### src/rtl/uart_frame_loader.sv
// Receive-side frame parser: SYNC, LEN, payload, CSUM from the UART receiver.
// Payload bytes go to a byte-addressed buffer; an ACK/NAK byte is sent back via the transmitter.
module uart_frame_loader #(
  parameter int         MAX_LEN     = 16,
  parameter int         ADDR_W      = 4,
  parameter logic [7:0] SYNC_BYTE   = 8'hA5,
  parameter logic [7:0] ACK_BYTE    = 8'h06,
  parameter logic [7:0] NAK_BYTE    = 8'h15,
  parameter int         TIMEOUT_CYC = 500000
) (
  input  logic              Clk,
  input  logic              Rst,
  input  logic [7:0]        RxData,
  input  logic              RxDone,
  input  logic              TxDone,
  output logic [7:0]        TxData,
  output logic              TxEn,
  output logic              WrEn,
  output logic [ADDR_W-1:0] WrAddr,
  output logic [7:0]        WrData,
  output logic              FrameDone,
  output logic              FrameErr,
  output logic              Busy,
  output logic [2:0]        DbgState
);

  localparam int GAP_W = $clog2(TIMEOUT_CYC + 1);

  typedef enum logic [2:0] {
    IDLE = 3'd0,
    LEN  = 3'd1,
    DATA = 3'd2,
    CSUM = 3'd3,
    RESP = 3'd4
  } state_t;

  state_t           state;
  state_t           stateNext;
  logic             rxDoneQ;
  logic             txDoneQ;
  logic             rxEvt;
  logic             txEvt;
  logic [7:0]       len;
  logic [7:0]       idx;
  logic [7:0]       sum;
  logic [7:0]       respByte;
  logic [GAP_W-1:0] gapCnt;
  logic             inFrame;
  logic             timeout;
  logic             lenBad;
  logic             csumOk;

  assign rxEvt   = RxDone & ~rxDoneQ;
  assign txEvt   = TxDone & ~txDoneQ;
  assign inFrame = (state == LEN) || (state == DATA) || (state == CSUM);
  assign timeout = inFrame && (gapCnt == GAP_W'(TIMEOUT_CYC));
  assign lenBad  = (RxData == 8'd0) || (RxData > 8'(MAX_LEN));
  assign csumOk  = (RxData == sum);

  always_ff @(posedge Clk or posedge Rst) begin
    if (Rst) state <= IDLE;
    else     state <= stateNext;
  end

  // Timeout overrides any byte arriving in the same cycle.
  always_comb begin
    stateNext = state;
    if (timeout) begin
      stateNext = IDLE;
    end else begin
      case (state)
        IDLE:    if (rxEvt && (RxData == SYNC_BYTE)) stateNext = LEN;
        LEN:     if (rxEvt) stateNext = lenBad ? RESP : DATA;
        DATA:    if (rxEvt && ((idx + 8'd1) == len)) stateNext = CSUM;
        CSUM:    if (rxEvt) stateNext = RESP;
        RESP:    if (txEvt) stateNext = IDLE;
        default: stateNext = IDLE;
      endcase
    end
  end

  // TxEn is combinational so it falls in the tx_evt cycle and the instant Rst rises.
  always_comb begin
    TxEn     = (state == RESP) && !txEvt;
    TxData   = (state == RESP) ? respByte : 8'd0;
    Busy     = (state != IDLE);
    DbgState = state;
  end

  always_ff @(posedge Clk or posedge Rst) begin
    if (Rst) begin
      rxDoneQ   <= 1'b0;
      txDoneQ   <= 1'b0;
      len       <= '0;
      idx       <= '0;
      sum       <= '0;
      respByte  <= '0;
      gapCnt    <= '0;
      WrEn      <= 1'b0;
      WrAddr    <= '0;
      WrData    <= '0;
      FrameDone <= 1'b0;
      FrameErr  <= 1'b0;
    end else begin
      rxDoneQ   <= RxDone;
      txDoneQ   <= TxDone;
      WrEn      <= 1'b0;
      FrameDone <= 1'b0;
      FrameErr  <= 1'b0;
      if (!inFrame || rxEvt) gapCnt <= '0;
      else                   gapCnt <= gapCnt + 1'b1;

      if (timeout) begin
        FrameErr <= 1'b1;
      end else if (rxEvt) begin
        case (state)
          LEN: begin
            len <= RxData;
            sum <= RxData;
            idx <= '0;
            if (lenBad) begin
              respByte <= NAK_BYTE;
              FrameErr <= 1'b1;
            end
          end
          DATA: begin
            WrEn   <= 1'b1;
            WrAddr <= idx[ADDR_W-1:0];
            WrData <= RxData;
            sum    <= sum + RxData;
            idx    <= idx + 8'd1;
          end
          CSUM: begin
            if (csumOk) begin
              FrameDone <= 1'b1;
              respByte  <= ACK_BYTE;
            end else begin
              FrameErr <= 1'b1;
              respByte <= NAK_BYTE;
            end
          end
          default: ;
        endcase
      end
    end
  end

endmodule
### config.mk
export PLATFORM = sky130hd
export DESIGN_NAME = uart_frame_loader
export DESIGN_NICKNAME = d
export VERILOG_FILES = /design/src/rtl/uart_frame_loader.sv
export SDC_FILE = /design/constraint.sdc
export NUM_CORES = 1
export LEC_CHECK = 0
export CORE_AREA = 2 2 98 100
export CTS_BUF_LIST = sky130_fd_sc_hd__clkbuf_2 sky130_fd_sc_hd__clkbuf_4 sky130_fd_sc_hd__clkbuf_8
export CTS_CLUSTER_DIAMETER = 80
export DETAILED_ROUTE_END_ITERATION = 8
export DIE_AREA = 0 0 100 102
export PLACE_DENSITY = 0.58
export SLEW_MARGIN = 10
export SYNTH_ARGS = -nofsm -noshare
export SYNTH_HDL_FRONTEND = slang
export SYNTH_SLANG_ARGS = --single-unit
export TNS_END_PERCENT = 20
### constraint.sdc
create_clock -name Clk -period 7.4 [get_ports Clk]
set_input_delay 2.22 -clock Clk [delete_from_list [all_inputs] [get_ports Clk]]
set_output_delay 2.22 -clock Clk [all_outputs]
set_load 0.01 [all_outputs]
==> results of run 1 <==
[stage by stage]
step | util | hold WS (ns) | setup WS (ns) | cell area, um^2
2_1_floorplan | - | 0.426 | 2.70 | 3560
3_3_place_gp | 0.433 | 0.448 | 1.75 | 3940
3_5_place_dp | 0.433 | 0.452 | 1.72 | 3940
4_1_cts | 0.459 | 0.470 | 1.72 | 4180
5_1_grt | 0.459 | 0.499 | 1.66 | 4180
6_report | 0.459 | 0.466 | 1.73 | 4180
[Yosys cell counts (all sizes together) (3+ instances only)]
cell | n | area (um^2)
or3 | 8 | 50.1
nor4 | 6 | 52.6
o21ai | 22 | 110
a31oi | 4 | 25.0
nand2b | 4 | 25.0
clkbuf | 8 | 30.0
mux2 | 7 | 78.8
inv | 15 | 58.8
nand4 | 4 | 25.0
a21oi | 10 | 50.1
ha | 10 | 125
xnor2 | 18 | 158
o21a | 3 | 22.5
a21o | 4 | 31.3
nor4b | 3 | 26.3
nor2 | 43 | 161
dfrtp | 66 | 1650
and3 | 5 | 31.3
nand3 | 18 | 90.1
xor2 | 15 | 131
nand2 | 68 | 255
buf | 11 | 83.8
nor3 | 7 | 40.0
nor2b | 3 | 18.8
[worst max path at each step]
stage	from	slack, ns	cells past startpoint	to
2_1_floorplan	TxDone	2.70	3	TxEn
3_3_place_gp	TxDone	1.75	5	TxEn
3_5_place_dp	TxDone	1.72	5	TxEn
4_1_cts	TxDone	1.72	5	TxEn
5_1_grt	TxDone	1.66	5	TxEn
6_report	TxDone	1.73	5	TxEn
[cell families (layout without fill, tap and decap cells)]
family | Yosys count | after routing
AOI/OAI and AO/OA | 54 | 54
xor gates and xnor gates | 33 | 33
adders and majority gates | 11 | 11
buffers and inverters | 34 | 67
DFF | 66 | 66
muxes | 9 | 9
other | 1 | 4
and+or+nand+nor | 178 | 178
[placed cells by master (no fill, tap or decap), types with 4 or more instances in the layout]
| master | n |
|---|---|
| nand3_1 | 18 |
| inv_1 | 13 |
| clkbuf_8 | 9 |
| o21ai_1 | 15 |
| o21ai_0 | 7 |
| mux2_1 | 7 |
| nor2_1 | 43 |
| conb_1 | 4 |
| nand2b_1 | 4 |
| nor3_1 | 6 |
| nor4_1 | 5 |
| and3_1 | 5 |
| clkdlybuf4s50_1 | 35 |
| a31oi_1 | 4 |
| xor2_1 | 15 |
| xnor2_1 | 18 |
| ha_1 | 10 |
| nand2_1 | 68 |
| or3_1 | 8 |
| nand4_1 | 4 |
| a21oi_1 | 10 |
| dfrtp_1 | 66 |
[power groups by stage]
stage | combinational [W] | sequential, W | clock [W]
5_1_grt | 0.000490 | 0.000517 | 0.000394
2_1_floorplan | 0.000301 | 0.000499 | 0
6_report | 0.000433 | 0.000505 | 0.000369
3_3_place_gp | 0.000429 | 0.000509 | 0
3_5_place_dp | 0.000437 | 0.000510 | 0
4_1_cts | 0.000438 | 0.000505 | 0.000379
[state kept, by name (all words and copies together) (netlist names)]
signal and cells:
sum 8, idx 8, DbgState 3, FrameErr 1
WrEn 1, WrData 8, FrameDone 1, rxDoneQ 1
len 8, txDoneQ 1, WrAddr 4, respByte 3
gapCnt 19
[layout make-up]
class,count,share of cell area
clock buffers,9,0.0296
repair buffers,36,0.0856
clock inverters,7,0.0281
flip-flops and latches,66,0.395
multi-input cells,289,0.415
inverters,15,0.0141
well taps,111,0.0332
[layer usage]
layer	part of all wire	routed length (um)
met1	0.47	3740
met2	0.48	3790
met3	0.044	354
met4	0.0098	78
met5	0	0
==> impl_metrics.py, run 1 <==
metrics = {
    "pwr": {
        "sw_frac_of_total": 0.336,
        "p_seq_frac": 0.386,
        "power_switching_w": 0.000440,
        "pwr_density_cell_nw_per_um2": 312,
        "power.leakage_nw": 1.82,
        "vdd_drop_max_mv": 0.131,
        "p_int_w": 0.000867,
        "combPwrFrac": 0.331,
        "power_w": 0.00131,
        "power.share.clock": 0.283,
    },
    "critical_path": {
        "endpoint_kind": "primary output",
        "crit_chain": "clkdlybuf4s50_1 -> nand2b_1 -> nand3_1 -> inv_1 -> clkdlybuf4s50_1",
        "worst_path_max_delay_cell": "clkdlybuf4s50_1",
        "crit_fanout": 3,
        "reg2regPathDepth": 7,
        "reg2reg_slack_ns": 4.69,
        "critPathTopFamily": "buffers and inverters",
        "cp_data_arrival_time_ns": 3.45,
        "timing.rr.start": "gapCnt[2]$_DFF_PP0_",
        "worst_path_largest_cell_delay_ns": 0.53,
        "start_kind": "input port",
        "path_class": "input port to primary output",
        "crit_buf_inv": 3,
        "critical_path_required_ns": 5.18,
        "cpMostUsedCell": "clkdlybuf4s50_1",
        "reg2reg_to": "idx[2]$_DFFE_PP0P_",
    },
    "synth": {
        "synth_top_family_by_area": "simple AND/OR/NAND/NOR gates",
        "synth_cell_types": 51,
        "ys_ff_latch": 66,
        "synth-compound-area-share": 0.0931,
        "syn_inst": 386,
        "synth_fa_ha_area_frac": 0.0409,
        "synth.area.mux_share": 0.0279,
        "synth-simple-area-share": 0.241,
        "synth-xor-area-share": 0.0815,
        "seq_area_frac_synth": 0.466,
        "synthArstFlopShare": 1.00,
        "synth_edf_count": 0,
        "ys.flop_type": "dfrtp_1",
        "syn-cell-area_um2": 3550,
        "syn_avg_cell_area_um2": 9.19,
        "yosysWarnings": 0,
    },
    "timing": {
        "grt_setup_unrepaired": "no",
        "finalCriticalPeriod_ns": 5.67,
        "setup_tns_ns": 0,
        "worst_slew_pin_slew_ns": 0.952,
        "post-route-period-util": 0.766,
        "report.final.setup_viol": 0,
        "slew_violations": 0,
        "hold_viol_final": 0,
        "clock_skew_ns": 0.0122,
        "fmax_mhz": 177,
        "slew_headroom": 0.365,
    },
    "placed_design": {
        "place_hpwl_um": 5380,
        "portBuffers": 35,
        "gp_congestion": 0.851,
        "dp_cells": 517,
    },
    "clock_network": {
        "postCtsSetupBuffers": 0,
        "cts_resized": 0,
        "clock_latency_ns": 0.35,
        "cts_buffers": 9,
        "hold_buffers": 0,
        "clock-sinks": 66,
        "clk_pin_slew_worst_paths_ns": 0.07,
        "cts.path.max_buffers": 2,
        "h-tree-depth": 3,
        "root_buffer": "clkbuf_8",
        "cts_tree": "yes",
    },
    "drt": {
        "drtAntennaViolNets": 0,
        "drc": 0,
        "drt_first_pass_iters": 4,
        "wl_um": 7960,
        "routed-via-count": 2775,
        "drt_iter0_markers": 90,
        "vias_per_cell": 5.21,
        "wire_per_inst_um": 14.9,
    },
    "global_routing": {
        "grt_use_total": 0.169,
        "grt_pass1_wl_um": 13600,
        "gr-usage-met2": 0.284,
        "overflow": 0,
        "grt_busiest_layer": "met2",
        "grt_pass1_vias": 2821,
        "grt_max_degree": 67,
        "grt.met3_usage": 0.0499,
        "grt_antenna_before_repair": 0,
        "met1_usage": 0.215,
    },
    "floorplan": {
        "core_area_um2": 9110,
        "die_x_um": 100,
        "die_h_um": 102,
        "initial_utilization": 0.389,
        "ios": 40,
        "die-area_um2": 10200,
        "num_rows": 35,
    },
    "status": {
        "status": "complete, no violations",
    },
    "min_path": {
        "worst_hold_path.num_cells": 1,
        "min_to": "respByte[2]$_DFFE_PP0P_",
        "hold_start": "respByte[2]$_DFFE_PP0P_",
        "hold_path.class": "register to register",
    },
    "final_layout": {
        "drive_gt1_frac": 0.0569,
        "antenna_cells": 0,
        "regArea_um2": 1650,
        "nFillCells": 913,
        "finalNonFillerCells": 533,
        "multiInputGateArea_um2": 1730,
        "nets": 440,
        "area_growth_syn_to_layout_pct": 17.9,
    },
    "run": {
        "drv_cap": 0,
    },
}
(Power assumes the default switching activity.)
==> run 2, diff against run 1 <==
clock period = 5.8 ns   (was 7.4 ns; I/O delays follow)
==> impl_metrics.py, run 2 (same netlist as run 1, synthesis figures left out) <==
metrics = {
    "timing": {
        "slew_violations": 0,
        "report.final.setup_viol": 0,
        "finalCriticalPeriod_ns": 4.73,
        "fmax_mhz": 211,
        "setup_tns_ns": 0,
        "post-route-period-util": 0.816,
        "worst_slew_pin_slew_ns": 0.975,
        "holdWs_ns": 0.471,
        "hold_viol_final": 0,
        "slew_headroom": 0.350,
        "clock_skew_ns": 0.00975,
        "grt_setup_unrepaired": "no",
    },
    "status": {
        "status": "complete, no violations",
    },
    "min_path": {
        "hold_path.class": "register to register",
    },
    "critical_path": {
        "cp_data_arrival_time_ns": 2.99,
        "cpMostUsedCell": "clkdlybuf4s50_1",
        "worst_path_max_delay_cell": "clkdlybuf4s50_1",
        "path_class": "input port to primary output",
        "crit_chain": "clkdlybuf4s50_1 -> nand2b_1 -> nand3_1 -> inv_1 -> clkdlybuf4s50_1",
        "endpoint_kind": "primary output",
        "reg2reg_slack_ns": 3.12,
        "critPathTopFamily": "buffers and inverters",
        "start_kind": "input port",
        "crit_fanout": 3,
        "crit_buf_inv": 3,
        "critical_path_required_ns": 4.06,
        "worst_path_largest_cell_delay_ns": 0.53,
    },
    "placed_design": {
        "place_hpwl_um": 5440,
        "portBuffers": 35,
        "gp_congestion": 0.838,
    },
    "drt": {
        "vias_per_cell": 5.16,
        "drtAntennaViolNets": 0,
        "drc": 0,
        "drt_iter0_markers": 101,
        "wl_um": 7970,
        "wire_per_inst_um": 14.9,
        "drt_first_pass_iters": 4,
        "routed-via-count": 2752,
    },
    "floorplan": {
        "die_x_um": 100,
        "core_area_um2": 9110,
        "ios": 40,
        "initial_utilization": 0.389,
        "die-area_um2": 10200,
        "die_h_um": 102,
        "num_rows": 35,
    },
    "clock_network": {
        "clock-sinks": 66,
        "cts.path.max_buffers": 2,
        "cts_buffers": 9,
        "clock_latency_ns": 0.35,
        "clk_pin_slew_worst_paths_ns": 0.07,
        "cts_resized": 0,
        "hold_buffers": 0,
        "h-tree-depth": 3,
        "root_buffer": "clkbuf_8",
        "cts_tree": "yes",
        "postCtsSetupBuffers": 0,
    },
    "global_routing": {
        "grt_antenna_before_repair": 0,
        "grt_max_degree": 43,
        "grt_pass1_wl_um": 13600,
        "grt_use_total": 0.171,
        "grt_pass1_vias": 2744,
        "overflow": 0,
    },
    "final_layout": {
        "area_growth_syn_to_layout_pct": 18.6,
        "largest_register": "gapCnt",
        "final_common_cell": "nand2_1",
        "largest_register_ffs": 19,
        "nets": 440,
        "antenna_cells": 0,
        "mostFrequentLayoutCells": "nand2_1 (68), dfrtp_1 (66), nor2_1 (43), clkdlybuf4s50_1 (35)",
        "drive_gt1_frac": 0.0569,
    },
    "pwr": {
        "vdd_drop_max_mv": 0.252,
        "pwr_density_cell_nw_per_um2": 407,
        "power_switching_w": 0.000560,
        "combPwrFrac": 0.323,
        "power.leakage_nw": 1.84,
        "power.share.clock": 0.302,
        "sw_frac_of_total": 0.327,
        "p_int_w": 0.00115,
        "p_seq_frac": 0.376,
    },
    "run": {
        "drv_cap": 0,
    },
}
==> run 2: cell count changes in the layout (fill, tap and decap cells not counted), sizes merged <==
cell,change
clkinv,+1
bufinv,+1
clkinvlp,-2
==> run 2: worst paths after layout <==
kind,cells past startpoint,to,from
max,5,TxEn,TxDone
min,1,respByte[2]$_DFFE_PP0P_,respByte[2]$_DFFE_PP0P_
max reg2reg,7,WrData[0]$_DFFE_PP0P_,gapCnt[2]$_DFF_PP0_
min reg2reg,1,respByte[2]$_DFFE_PP0P_,respByte[2]$_DFFE_PP0P_
max in group asynchronous,3,len[0]$_DFFE_PP0P_,Rst
min in group asynchronous,2,gapCnt[7]$_DFF_PP0_,Rst
==> run 2: layout make-up <==
type                       instances  area, um^2
multi-input combinational        289        1730
timing repair buffer              36         358
clock inverter                     7         141
tap                              111         139
clock buffer                       9         124
sequential                        66        1650
inverter                          15        58.8
fill                             885        4900
==> run 2: worst reg2reg max path, cell delays in order (launching register included) <==
cell,delay [ns]
dfrtp_1,0.45
or4_4,0.58
nor4_4,0.31
and3b_1,0.26
or3_1,0.58
inv_4,0.21
nand2_1,0.13
nand2_1,0.06
==> run 2: routing by layer <==
| layer | vias to the layer above | part of all wire | GRT usage |
|---|---|---|---|
| met5 | - | 0 | 0 |
| met4 | 0 | 0.017 | 0.0664 |
| met3 | 9 | 0.038 | 0.0424 |
| met2 | 60 | 0.48 | 0.275 |
| met1 | 1323 | 0.47 | 0.225 |
| li1 | 1360 | - | - |
==> run 2: metrics by stage <==
step	power [W]	cell area, um^2	std cells	setup slack, ns	utilization
after global routing	0.00183	4210	533	0.988	0.462
after CTS	0.00173	4210	533	1.06	0.462
after global placement	0.00120	3940	517	1.11	0.433
after detailed placement	0.00121	3940	517	1.07	0.433
final	0.00171	4210	533	1.07	0.462
after floorplan	0.00102	3560	389	2.06	-
==> run 2: power groups by stage <==
| stage | Sequential, W | Combinational [W] | Clock [W] |
|---|---|---|---|
| 2_1_floorplan | 0.000636 | 0.000384 | 0 |
| 3_3_place_gp | 0.000649 | 0.000548 | 0 |
| 3_5_place_dp | 0.000650 | 0.000558 | 0 |
| 4_1_cts | 0.000643 | 0.000561 | 0.000531 |
| 5_1_grt | 0.000659 | 0.000625 | 0.000548 |
| 6_report | 0.000643 | 0.000552 | 0.000516 |
